### src/rtl/id_ex_stage_if.sv
// Decode-to-execute pipeline register bundle: decode/forwarding inputs and EX-side outputs.
// The master modport is the decode/hazard side and the slave modport is the stage itself.
interface id_ex_stage_if #(
    parameter int N = 32
);
    logic         i_stall;
    logic         i_flush;
    logic         i_in_vld;
    logic [N-1:0] i_rs_dat;
    logic [N-1:0] i_rt_dat;
    logic [N-1:0] i_imm_ext;
    logic [4:0]   i_rs;
    logic [4:0]   i_rt;
    logic [4:0]   i_rd;
    logic         i_alu_src;
    logic         i_reg_dst;
    logic         i_reg_write;
    logic         i_mem_write;
    logic         i_mem_to_reg;
    logic [2:0]   i_alu_ctrl;
    logic         i_exm_reg_write;
    logic         i_mwb_reg_write;
    logic [4:0]   i_exm_rd;
    logic [4:0]   i_mwb_rd;
    logic [N-1:0] i_exm_result;
    logic [N-1:0] i_mwb_result;

    logic [N-1:0] o_a;
    logic [N-1:0] o_b;
    logic [2:0]   o_alu_ctrl;
    logic [N-1:0] o_write_dat;
    logic [4:0]   o_write_reg;
    logic         o_reg_write;
    logic         o_mem_write;
    logic         o_mem_to_reg;
    logic         o_out_vld;
    logic         o_load_use_stall;

    modport master (
        output i_stall, i_flush, i_in_vld, i_rs_dat, i_rt_dat, i_imm_ext,
               i_rs, i_rt, i_rd, i_alu_src, i_reg_dst, i_reg_write, i_mem_write,
               i_mem_to_reg, i_alu_ctrl, i_exm_reg_write, i_mwb_reg_write,
               i_exm_rd, i_mwb_rd, i_exm_result, i_mwb_result,
        input  o_a, o_b, o_alu_ctrl, o_write_dat, o_write_reg, o_reg_write,
               o_mem_write, o_mem_to_reg, o_out_vld, o_load_use_stall
    );

    modport slave (
        input  i_stall, i_flush, i_in_vld, i_rs_dat, i_rt_dat, i_imm_ext,
               i_rs, i_rt, i_rd, i_alu_src, i_reg_dst, i_reg_write, i_mem_write,
               i_mem_to_reg, i_alu_ctrl, i_exm_reg_write, i_mwb_reg_write,
               i_exm_rd, i_mwb_rd, i_exm_result, i_mwb_result,
        output o_a, o_b, o_alu_ctrl, o_write_dat, o_write_reg, o_reg_write,
               o_mem_write, o_mem_to_reg, o_out_vld, o_load_use_stall
    );
endinterface

### src/rtl/id_ex_stage.sv
// ID/EX pipeline register with operand forwarding (enabled by macro ID_EX_FWD_EN) and load-use detection.
// Latency: 1 cycle capture; operands/forwarding and o_load_use_stall are combinational from state.
// Backpressure: i_stall holds all state, i_flush inserts a bubble and overrides i_stall.
module id_ex_stage #(
    parameter int N = 32
) (
    input logic          clk,
    input logic          rst,
    id_ex_stage_if.slave bus
);
    logic [N-1:0] r_rs_dat;
    logic [N-1:0] r_rt_dat;
    logic [N-1:0] r_imm;
    logic [4:0]   r_rs;
    logic [4:0]   r_rt;
    logic [4:0]   r_rd;
    logic         r_alu_src;
    logic         r_reg_dst;
    logic [2:0]   r_alu_ctrl;
    logic         r_reg_write;
    logic         r_mem_write;
    logic         r_mem_to_reg;
    logic         r_vld;

    logic [N-1:0] w_fa;
    logic [N-1:0] w_fb;
    logic [4:0]   w_write_reg;

    always_ff @(posedge clk or posedge rst) begin
        if (rst) begin
            r_rs_dat     <= '0;
            r_rt_dat     <= '0;
            r_imm        <= '0;
            r_rs         <= '0;
            r_rt         <= '0;
            r_rd         <= '0;
            r_alu_src    <= 1'b0;
            r_reg_dst    <= 1'b0;
            r_alu_ctrl   <= '0;
            r_reg_write  <= 1'b0;
            r_mem_write  <= 1'b0;
            r_mem_to_reg <= 1'b0;
            r_vld        <= 1'b0;
        end else if (bus.i_flush) begin
            // Bubble: only the side-effecting controls matter, datapath is left as is.
            r_reg_write  <= 1'b0;
            r_mem_write  <= 1'b0;
            r_mem_to_reg <= 1'b0;
            r_vld        <= 1'b0;
        end else if (!bus.i_stall) begin
            r_rs_dat     <= bus.i_rs_dat;
            r_rt_dat     <= bus.i_rt_dat;
            r_imm        <= bus.i_imm_ext;
            r_rs         <= bus.i_rs;
            r_rt         <= bus.i_rt;
            r_rd         <= bus.i_rd;
            r_alu_src    <= bus.i_alu_src;
            r_reg_dst    <= bus.i_reg_dst;
            r_alu_ctrl   <= bus.i_alu_ctrl;
            r_reg_write  <= bus.i_in_vld & bus.i_reg_write;
            r_mem_write  <= bus.i_in_vld & bus.i_mem_write;
            r_mem_to_reg <= bus.i_in_vld & bus.i_mem_to_reg;
            r_vld        <= bus.i_in_vld;
        end
    end

`ifdef ID_EX_FWD_EN
    // EX/MEM is the younger producer, so it is checked first; r0 is hardwired zero.
    always_comb begin
        w_fa = r_rs_dat;
        if (bus.i_exm_reg_write && (bus.i_exm_rd == r_rs) && (r_rs != 5'd0))
            w_fa = bus.i_exm_result;
        else if (bus.i_mwb_reg_write && (bus.i_mwb_rd == r_rs) && (r_rs != 5'd0))
            w_fa = bus.i_mwb_result;
    end

    always_comb begin
        w_fb = r_rt_dat;
        if (bus.i_exm_reg_write && (bus.i_exm_rd == r_rt) && (r_rt != 5'd0))
            w_fb = bus.i_exm_result;
        else if (bus.i_mwb_reg_write && (bus.i_mwb_rd == r_rt) && (r_rt != 5'd0))
            w_fb = bus.i_mwb_result;
    end
`else
    logic w_unused_fwd;

    assign w_fa = r_rs_dat;
    assign w_fb = r_rt_dat;
    assign w_unused_fwd = ^{bus.i_exm_reg_write, bus.i_mwb_reg_write, bus.i_exm_rd,
                            bus.i_mwb_rd, bus.i_exm_result, bus.i_mwb_result, r_rs};
`endif

    assign w_write_reg = r_reg_dst ? r_rd : r_rt;

    assign bus.o_a          = w_fa;
    assign bus.o_b          = r_alu_src ? r_imm : w_fb;
    assign bus.o_write_dat  = w_fb;
    assign bus.o_write_reg  = w_write_reg;
    assign bus.o_alu_ctrl   = r_alu_ctrl;
    assign bus.o_reg_write  = r_reg_write;
    assign bus.o_mem_write  = r_mem_write;
    assign bus.o_mem_to_reg = r_mem_to_reg;
    assign bus.o_out_vld    = r_vld;

    // A load still in EX cannot feed the incoming instruction; decode must hold it a cycle.
    assign bus.o_load_use_stall = bus.i_in_vld & r_vld & r_mem_to_reg &
                                  (w_write_reg != 5'd0) &
                                  ((w_write_reg == bus.i_rs) || (w_write_reg == bus.i_rt));
endmodule

### src/flat_wrapper.sv
// flat-port wrapper written by rule: the top's interface ports become plain ports
module id_ex_stage_flat 
#(
    parameter int N = 32
)
  (clk, rst, bus_i_stall, bus_i_flush, bus_i_in_vld, bus_i_rs_dat, bus_i_rt_dat, bus_i_imm_ext, bus_i_rs, bus_i_rt, bus_i_rd, bus_i_alu_src, bus_i_reg_dst, bus_i_reg_write, bus_i_mem_write, bus_i_mem_to_reg, bus_i_alu_ctrl, bus_i_exm_reg_write, bus_i_mwb_reg_write, bus_i_exm_rd, bus_i_mwb_rd, bus_i_exm_result, bus_i_mwb_result, bus_o_a, bus_o_b, bus_o_alu_ctrl, bus_o_write_dat, bus_o_write_reg, bus_o_reg_write, bus_o_mem_write, bus_o_mem_to_reg, bus_o_out_vld, bus_o_load_use_stall);
  id_ex_stage_if #(.N(N)) bus_i ();
  input logic clk;
  input logic rst;
  input wire logic [$bits(bus_i.i_stall)-1:0] bus_i_stall;
  input wire logic [$bits(bus_i.i_flush)-1:0] bus_i_flush;
  input wire logic [$bits(bus_i.i_in_vld)-1:0] bus_i_in_vld;
  input wire logic [$bits(bus_i.i_rs_dat)-1:0] bus_i_rs_dat;
  input wire logic [$bits(bus_i.i_rt_dat)-1:0] bus_i_rt_dat;
  input wire logic [$bits(bus_i.i_imm_ext)-1:0] bus_i_imm_ext;
  input wire logic [$bits(bus_i.i_rs)-1:0] bus_i_rs;
  input wire logic [$bits(bus_i.i_rt)-1:0] bus_i_rt;
  input wire logic [$bits(bus_i.i_rd)-1:0] bus_i_rd;
  input wire logic [$bits(bus_i.i_alu_src)-1:0] bus_i_alu_src;
  input wire logic [$bits(bus_i.i_reg_dst)-1:0] bus_i_reg_dst;
  input wire logic [$bits(bus_i.i_reg_write)-1:0] bus_i_reg_write;
  input wire logic [$bits(bus_i.i_mem_write)-1:0] bus_i_mem_write;
  input wire logic [$bits(bus_i.i_mem_to_reg)-1:0] bus_i_mem_to_reg;
  input wire logic [$bits(bus_i.i_alu_ctrl)-1:0] bus_i_alu_ctrl;
  input wire logic [$bits(bus_i.i_exm_reg_write)-1:0] bus_i_exm_reg_write;
  input wire logic [$bits(bus_i.i_mwb_reg_write)-1:0] bus_i_mwb_reg_write;
  input wire logic [$bits(bus_i.i_exm_rd)-1:0] bus_i_exm_rd;
  input wire logic [$bits(bus_i.i_mwb_rd)-1:0] bus_i_mwb_rd;
  input wire logic [$bits(bus_i.i_exm_result)-1:0] bus_i_exm_result;
  input wire logic [$bits(bus_i.i_mwb_result)-1:0] bus_i_mwb_result;
  output wire logic [$bits(bus_i.o_a)-1:0] bus_o_a;
  output wire logic [$bits(bus_i.o_b)-1:0] bus_o_b;
  output wire logic [$bits(bus_i.o_alu_ctrl)-1:0] bus_o_alu_ctrl;
  output wire logic [$bits(bus_i.o_write_dat)-1:0] bus_o_write_dat;
  output wire logic [$bits(bus_i.o_write_reg)-1:0] bus_o_write_reg;
  output wire logic [$bits(bus_i.o_reg_write)-1:0] bus_o_reg_write;
  output wire logic [$bits(bus_i.o_mem_write)-1:0] bus_o_mem_write;
  output wire logic [$bits(bus_i.o_mem_to_reg)-1:0] bus_o_mem_to_reg;
  output wire logic [$bits(bus_i.o_out_vld)-1:0] bus_o_out_vld;
  output wire logic [$bits(bus_i.o_load_use_stall)-1:0] bus_o_load_use_stall;
  assign bus_i.i_stall = bus_i_stall;
  assign bus_i.i_flush = bus_i_flush;
  assign bus_i.i_in_vld = bus_i_in_vld;
  assign bus_i.i_rs_dat = bus_i_rs_dat;
  assign bus_i.i_rt_dat = bus_i_rt_dat;
  assign bus_i.i_imm_ext = bus_i_imm_ext;
  assign bus_i.i_rs = bus_i_rs;
  assign bus_i.i_rt = bus_i_rt;
  assign bus_i.i_rd = bus_i_rd;
  assign bus_i.i_alu_src = bus_i_alu_src;
  assign bus_i.i_reg_dst = bus_i_reg_dst;
  assign bus_i.i_reg_write = bus_i_reg_write;
  assign bus_i.i_mem_write = bus_i_mem_write;
  assign bus_i.i_mem_to_reg = bus_i_mem_to_reg;
  assign bus_i.i_alu_ctrl = bus_i_alu_ctrl;
  assign bus_i.i_exm_reg_write = bus_i_exm_reg_write;
  assign bus_i.i_mwb_reg_write = bus_i_mwb_reg_write;
  assign bus_i.i_exm_rd = bus_i_exm_rd;
  assign bus_i.i_mwb_rd = bus_i_mwb_rd;
  assign bus_i.i_exm_result = bus_i_exm_result;
  assign bus_i.i_mwb_result = bus_i_mwb_result;
  assign bus_o_a = bus_i.o_a;
  assign bus_o_b = bus_i.o_b;
  assign bus_o_alu_ctrl = bus_i.o_alu_ctrl;
  assign bus_o_write_dat = bus_i.o_write_dat;
  assign bus_o_write_reg = bus_i.o_write_reg;
  assign bus_o_reg_write = bus_i.o_reg_write;
  assign bus_o_mem_write = bus_i.o_mem_write;
  assign bus_o_mem_to_reg = bus_i.o_mem_to_reg;
  assign bus_o_out_vld = bus_i.o_out_vld;
  assign bus_o_load_use_stall = bus_i.o_load_use_stall;
  id_ex_stage #(.N(N)) u_core (.clk(clk), .rst(rst), .bus(bus_i));
endmodule
### config.mk
export PLATFORM = sky130hd
export DESIGN_NAME = id_ex_stage_flat
export DESIGN_NICKNAME = d
export VERILOG_FILES = /design/src/rtl/id_ex_stage_if.sv /design/src/rtl/id_ex_stage.sv /design/src/flat_wrapper.sv
export SDC_FILE = /design/constraint.sdc
export NUM_CORES = 1
export LEC_CHECK = 0
export CAP_MARGIN = 20
export CORE_UTILIZATION = 33
export CTS_CLUSTER_SIZE = 24
export DETAILED_ROUTE_END_ITERATION = 8
export PLACE_DENSITY = 0.77
export SYNTH_ARGS = -nofsm -noshare
export SYNTH_HDL_FRONTEND = slang
export SYNTH_SLANG_ARGS = --single-unit
### constraint.sdc
create_clock -name clk -period 3.5 [get_ports clk]
set_input_delay 0.7 -clock clk [delete_from_list [all_inputs] [get_ports clk]]
set_output_delay 0.7 -clock clk [all_outputs]
set_load 0.01 [all_outputs]
# Yosys cells after proc, flatten, opt, wreduce, memory -nomap -nowiden
# Index checks and enable logic that the tools add are counted.
# classes
eq_ne	3
mux	10
n_bitwise	9
reduce_logical	3
# ops
cell	n
two-way mux 32 bit	1
equality test 5 bit	2
two-way mux 1 bit	8
bitwise AND 1 bit	7
two-way mux 5 bit	1
nonzero test 5 bit	1
!= test 2 x 1 -> 1 bit, second input constant	1
NOT 1 bit	2
AND reduction 2 bit	1
logical OR 1 bit	1
# totals
regBits	115
inputBits	200
out_inout_bits	109
elab_cells	37

# Logic depth before layout (Yosys ltp)
# depth
word_depth	4
depth_mapped	6
depth_no_buf	5

# Worst setup path before layout
# No wires, ideal clock.
# synth_path
kind	register -> output
from	reg u_core.r_reg_dst
to	out bus_o_load_use_stall
arrival_ns	1.297
required_ns	2.800
slack_ns	1.503
path_stages_with_launch	7
n_path_buf	1
path_cell_list	dfrtp_1 > buf_6 > mux2i_4 > xnor2_1 > nor3_2 > nand3_1 > a21oi_1
# synth_via
elab_chain_len	4
elab_cells_between_ends	7
classes_between	eq/ne: 2; mux: 1; bitwise: 2; reduce/logical: 2
# synth_rtl
item	line_no	text
from (decl)	id_ex_stage.sv:18	logic r_reg_dst;
from (signal assigned)	id_ex_stage.sv:58	r_reg_dst <= bus.i_reg_dst;
two-way mux 5 bit *	id_ex_stage.sv:93	assign w_write_reg = r_reg_dst ? r_rd : r_rt;
nonzero test 5 bit or equality test 5 bit (tied branches)	id_ex_stage.sv:107, id_ex_stage.sv:108	
bitwise AND 1 bit or logical OR 1 bit (tied branches)	id_ex_stage.sv:106, id_ex_stage.sv:108	
bitwise AND 1 bit *	id_ex_stage.sv:107	(w_write_reg != 5'd0) &
to (decl)	flat_wrapper.sv:40	output wire logic [$bits(bus_i.o_load_use_stall)-1:0] bus_o_load_use_stall;
# Mark *: on every way between the ends. The rest lies on a longest branch, timed or not.

# Final worst setup path
# Same ends and word-level chain as after synthesis.

==> flow_summary.toml <==
[synthesis]
synth_seq_area_share = 0.591
synthTopCellsByCount = "dfrtp_1 (115), mux2_1 (90), mux2_2 (53), buf_2 (15), xnor2_1 (7)"
synthCells = 313
syn_area_mm2 = 0.00487
async_reset_ff_frac = 1.00
synth_cell_types = 21
synth-edff-count = 0
synth_area_leaders = "dfrtp_1 (59%), mux2_1 (21%), mux2_2 (12%)"
ys_ff_latch = 115
ys_warn_count = 0
syn_avg_cell_area_um2 = 15.6
synthesis.nets = 513
synth_top_area_cell = "dfrtp_1"
yosysMostFrequentCell = "dfrtp_1"
ys.flop_type = "dfrtp_1"
yosysTopAreaCellShare = 0.591

[routing]
drt-initial-drc-count = 54
drc_errors = 0
wl_mm = 12.0
final_antenna_net_count = 0
vias = 3486
via_per_inst = 4.66
firstDrtPassIters = 6
post_drt_wl_per_cell_um = 16.0

[clock_tree]
cts.sinks = 115
path_clk_slew_ns = 0.05
htree_levels = 4
clk_latency_ns = 0.40
root_buffer = "clkbuf_16"
cts_setup_buffers = 0
cts_resized = 0
cts.hold.buffers_added = 0
cts_tree = "done"
cts-buffers-inserted = 17
clock_path_buffers = 2

[run_status]
status = "completed"

[floorplanning]
row_count = 44
die_h_um = 123
fp.dieW_um = 123
core_mm2 = 0.0145
io_pins = 309
start_util = 0.336
die_area_mm2 = 0.0152

[timing]
rsz0062_at_grt = "false"
fin_crit_ns = 3.20
hold_viol = 0
layout_setup_ws_ns = 0.296
worst_pin_slew_ns = 0.667
max-slew-margin-rel = 0.555
max_freq_mhz = 312
timing.hold.ws_ns = 0.482
fin_skew_ns = 0
tns_ns = 0
slew_violations = 0
layout_worst_path_cycle_share = 0.915
setup-violations-final = 0

[critical_path]
critPathMaxFanout = 6
crit_type = "reg2out"
cp-end-kind = "output port"
cp_cell_sequence = "mux2i_4 -> xnor2_1 -> nor3_2 -> nand3_1 -> a21oi_1 -> clkdlybuf4s50_1"
critical_path.startpoint_type = "register"
critPathRequiredTime_ns = 2.80
arrival_ns = 2.50
max_stage_delay_ns = 0.61
slowest_stage = "dfrtp_1"

[final_layout]
n_fill_cell = 1190
seqCellArea_mm2 = 0.00288
instances_no_fill = 748
fin_area_mm2 = 0.00798
multi_input_area_mm2 = 0.00189
drive_above_1_share = 0.167
final_util = 0.551
area_growth_pct = 63.7
nets = 752
antennaDiodeCount = 0

[power_and_ir_drop]
vdd_ir_drop_max_mv = 0.439
power.total_mw = 4.40
cellPowerDensity_mw_per_mm2 = 552
leakage_nw = 3.25

[placement]
gp_congestion = 0.765
dpl-instance-area_mm2 = 0.00741
pre_cts_ws_ns = 0.483
port_buffers = 232
hpwl_mm = 8.61
dp.cells = 717

[flow_run]
maxCapViolCount = 0

[global_route]
grt_pass1_wl_mm = 18.4
antenna_found_initial = 0
grt_start_max_net_pins = 116
grt_overflow_total = 0
grt_pass1_vias = 3671
grt_use_total = 0.162

[hold_path]
holdCritPathClass = "reg2reg"
-- placed cells by master, fill, tap and decap left out, types with 4 or more instances in the layout --
| master | netlist | routed |
|---|---|---|
| clkbuf_1 | 1 | 4 |
| clkbuf_16 | 0 | 17 |
| clkbuf_8 | 0 | 6 |
| clkdlybuf4s50_1 | 0 | 232 |
| dfrtp_1 | 115 | 115 |
| inv_1 | 6 | 5 |
| mux2_1 | 90 | 90 |
| mux2_2 | 53 | 53 |
| mux2i_2 | 4 | 4 |
| nor2_1 | 5 | 4 |
| xnor2_1 | 7 | 7 |
-- layout make-up --
type | instances | area share
clock buffers | 27 | 0.0656
repair buffers | 237 | 0.299
flip-flops and latches | 115 | 0.361
clock inverters | 4 | 0.00565
multi-input cells | 175 | 0.237
inverters | 6 | 0.00329
well taps | 184 | 0.0289
-- worst max-delay path: cells and delay by family (launching register included) --
family                    cells  cell delay (ns)
DFF                           1             0.61
buffers and inverters         1             0.55
muxes                         1             0.37
and+or+nand+nor               2             0.31
AOI/OAI and AO/OA             1             0.16
xor gates and xnor gates      1             0.10
-- routing by layer --
metal	wire length [um]	global-route usage
met2	6050	0.269
met1	4720	0.181
met3	999	0.0701
met5	0	0
met4	215	0.0648
-- worst paths after layout --
path,startpoint,to,slack (ns),cells after the start
worst max-delay path,u_core.r_reg_dst,bus_o_load_use_stall,0.30,6
worst min-delay path,u_core.r_imm[20],u_core.r_imm[20],0.48,1
worst min register to register,u_core.r_imm[20],u_core.r_imm[20],0.48,1
worst max register to register,u_core.r_reg_dst,u_core.r_reg_dst,2.51,1
min in group asynchronous,rst,u_core.bus.o_a[14],0.79,3
max in group asynchronous,rst,u_core.bus.o_write_dat[3],2.15,3
-- cells by family after synthesis --
logic type / after synthesis / share of synthesized area
compound gates: 6 / 0.00848
simple gates: 11 / 0.0116
xor+xnor: 10 / 0.0195
flops: 115 / 0.591
mux: 148 / 0.347
buf+inv: 23 / 0.0231
-- power breakdown --
| group | leakage [nW] | internal, mW | switching [mW] |
|---|---|---|---|
| registers | 1.36 | 1.52 | 0.116 |
| clock network | 0.283 | 1.08 | 0.557 |
| logic | 1.61 | 0.714 | 0.410 |
Note: power is estimated with default switching activity, not from simulation.
==> edit, RTL diff (config.mk and constraints unchanged) <==
Build with the macro `ID_EX_FWD_EN` defined.
--- a/src/rtl/id_ex_stage.sv
+++ b/src/rtl/id_ex_stage.sv
@@ -3,2 +3,4 @@
 // Backpressure: i_stall holds all state, i_flush inserts a bubble and overrides i_stall.
+`define ID_EX_FWD_EN
+
 module id_ex_stage #(
Check against the original RTL: not equivalent (Yosys sat finds a counterexample within 4 cycles, from zero or initial values and one cycle with rst high).
==> edit against the unedited design <==
Worst setup slack worse by 250 ps; routed wire length is 150% higher; clock skew stayed put; cell area is 59% higher; largest cell class is now multi-input gates; worst hold slack better by 20 ps; area after synthesis is 46% higher; sequential cell count is 5 higher; power is 25% higher.
==> edit: results (changes against the unedited design) <==
* Status: finished clean
* Leak Pwr at 5.18 nW (+59%)
* Largest net degree at the start of global routing at 46 (-60%)
* Arr. time, crit path at 2760 ps (+260 ps)
* Port bufs at 308 (+33%)
* Vias in the first global route at 7,545 (+110%)
* Post-CTS sizing at 259 (+259)
* # fillers at 1,737 (+46%)
* Commonest cells in the netlist: mux2_2 (144), dfrtp_1 (120), nand2_1 (38)
* Fraction of layout cells with a size suffix above 1 at 0.400 (+0.234)
* Avg WL per Cell at 22.1 um (+38%)
* DR pass1 iterations at 5 (-1)
* HPWL Detailed at 19,100 um (+120%)
* Total global-route track usage at 0.267 (+0.105)
* Routed wl met2 at 14,900 um (+150%)
* Slew HR at 0.295 (-0.260)
* Layout net count at 1,261 (+68%)
* Metal1 wirelength at 12,000 um (+150%)
* Int Pwr at 0.00380 W (+14%)
* Synth area leaders: dfrtp_1 (42%), mux2_2 (23%), mux2i_1 (5.1%)
* Unique masters post-synth at 35 (+67%)
* Flop pwr share at 0.319 (-0.054)
* CP max stage delay at 520 ps (-90 ps)
* Post-Place Setup Slack at -421 ps (-904 ps)
* Highest Signal Layer: met5
* CP top delay family: buffers and inverters
[edit: metrics by stage]
stage                     power (W)  instance area, um^2  std cells  setup TNS, ps
after floorplan             0.00259                 7120        658              0
after detailed placement    0.00373                11100       1265         -23280
after CTS                   0.00553                12500       1326           -543
after global placement      0.00369                11100       1265         -20040
after global routing        0.00576                12700       1349           -165
final                       0.00551                12700       1349              0
[edit: path summary, 6_finish.rpt]
check                                                  start                         endpoint  slack (ps)  depth (start not counted)
worst max-delay path                         bus_i_mwb_rd[1]              bus_o_write_dat[10]          40                          8
worst max register to register  u_core.r_alu_src$_DFFE_PP0P_     u_core.r_alu_src$_DFFE_PP0P_        2100                          1
min in group asynchronous                                rst      u_core.r_imm[8]$_DFFE_PP0P_         720                          2
max in group asynchronous                                rst  u_core.r_rt_dat[19]$_DFFE_PP0P_        2080                          3
worst min register to register  u_core.r_imm[11]$_DFFE_PP0P_     u_core.r_imm[11]$_DFFE_PP0P_         500                          1
worst min-delay path            u_core.r_imm[11]$_DFFE_PP0P_     u_core.r_imm[11]$_DFFE_PP0P_         500                          1
[edit: cells by family (layout without fill, tap and decap cells)]
group	count (synthesis)	after routing	synth area share
multiplexers	180	180	0.278
XOR/XNOR	30	30	0.0380
buffers and inverters	62	478	0.0436
flip-flops	120	120	0.422
AO/OA/AOI/OAI	103	103	0.102
AND/OR/NAND/NOR	163	163	0.117
[edit: area by class of cell]
cell class / count / area (um^2) / share of cell area
well taps: 275 / 344 / 0.0271
multi-input cells: 476 / 4410 / 0.347
clock inverters: 12 / 126 / 0.00994
repair buffers: 441 / 4360 / 0.343
inverters: 5 / 22.5 / 0.00177
flip-flops and latches: 120 / 3010 / 0.236
clock buffers: 20 / 447 / 0.0351
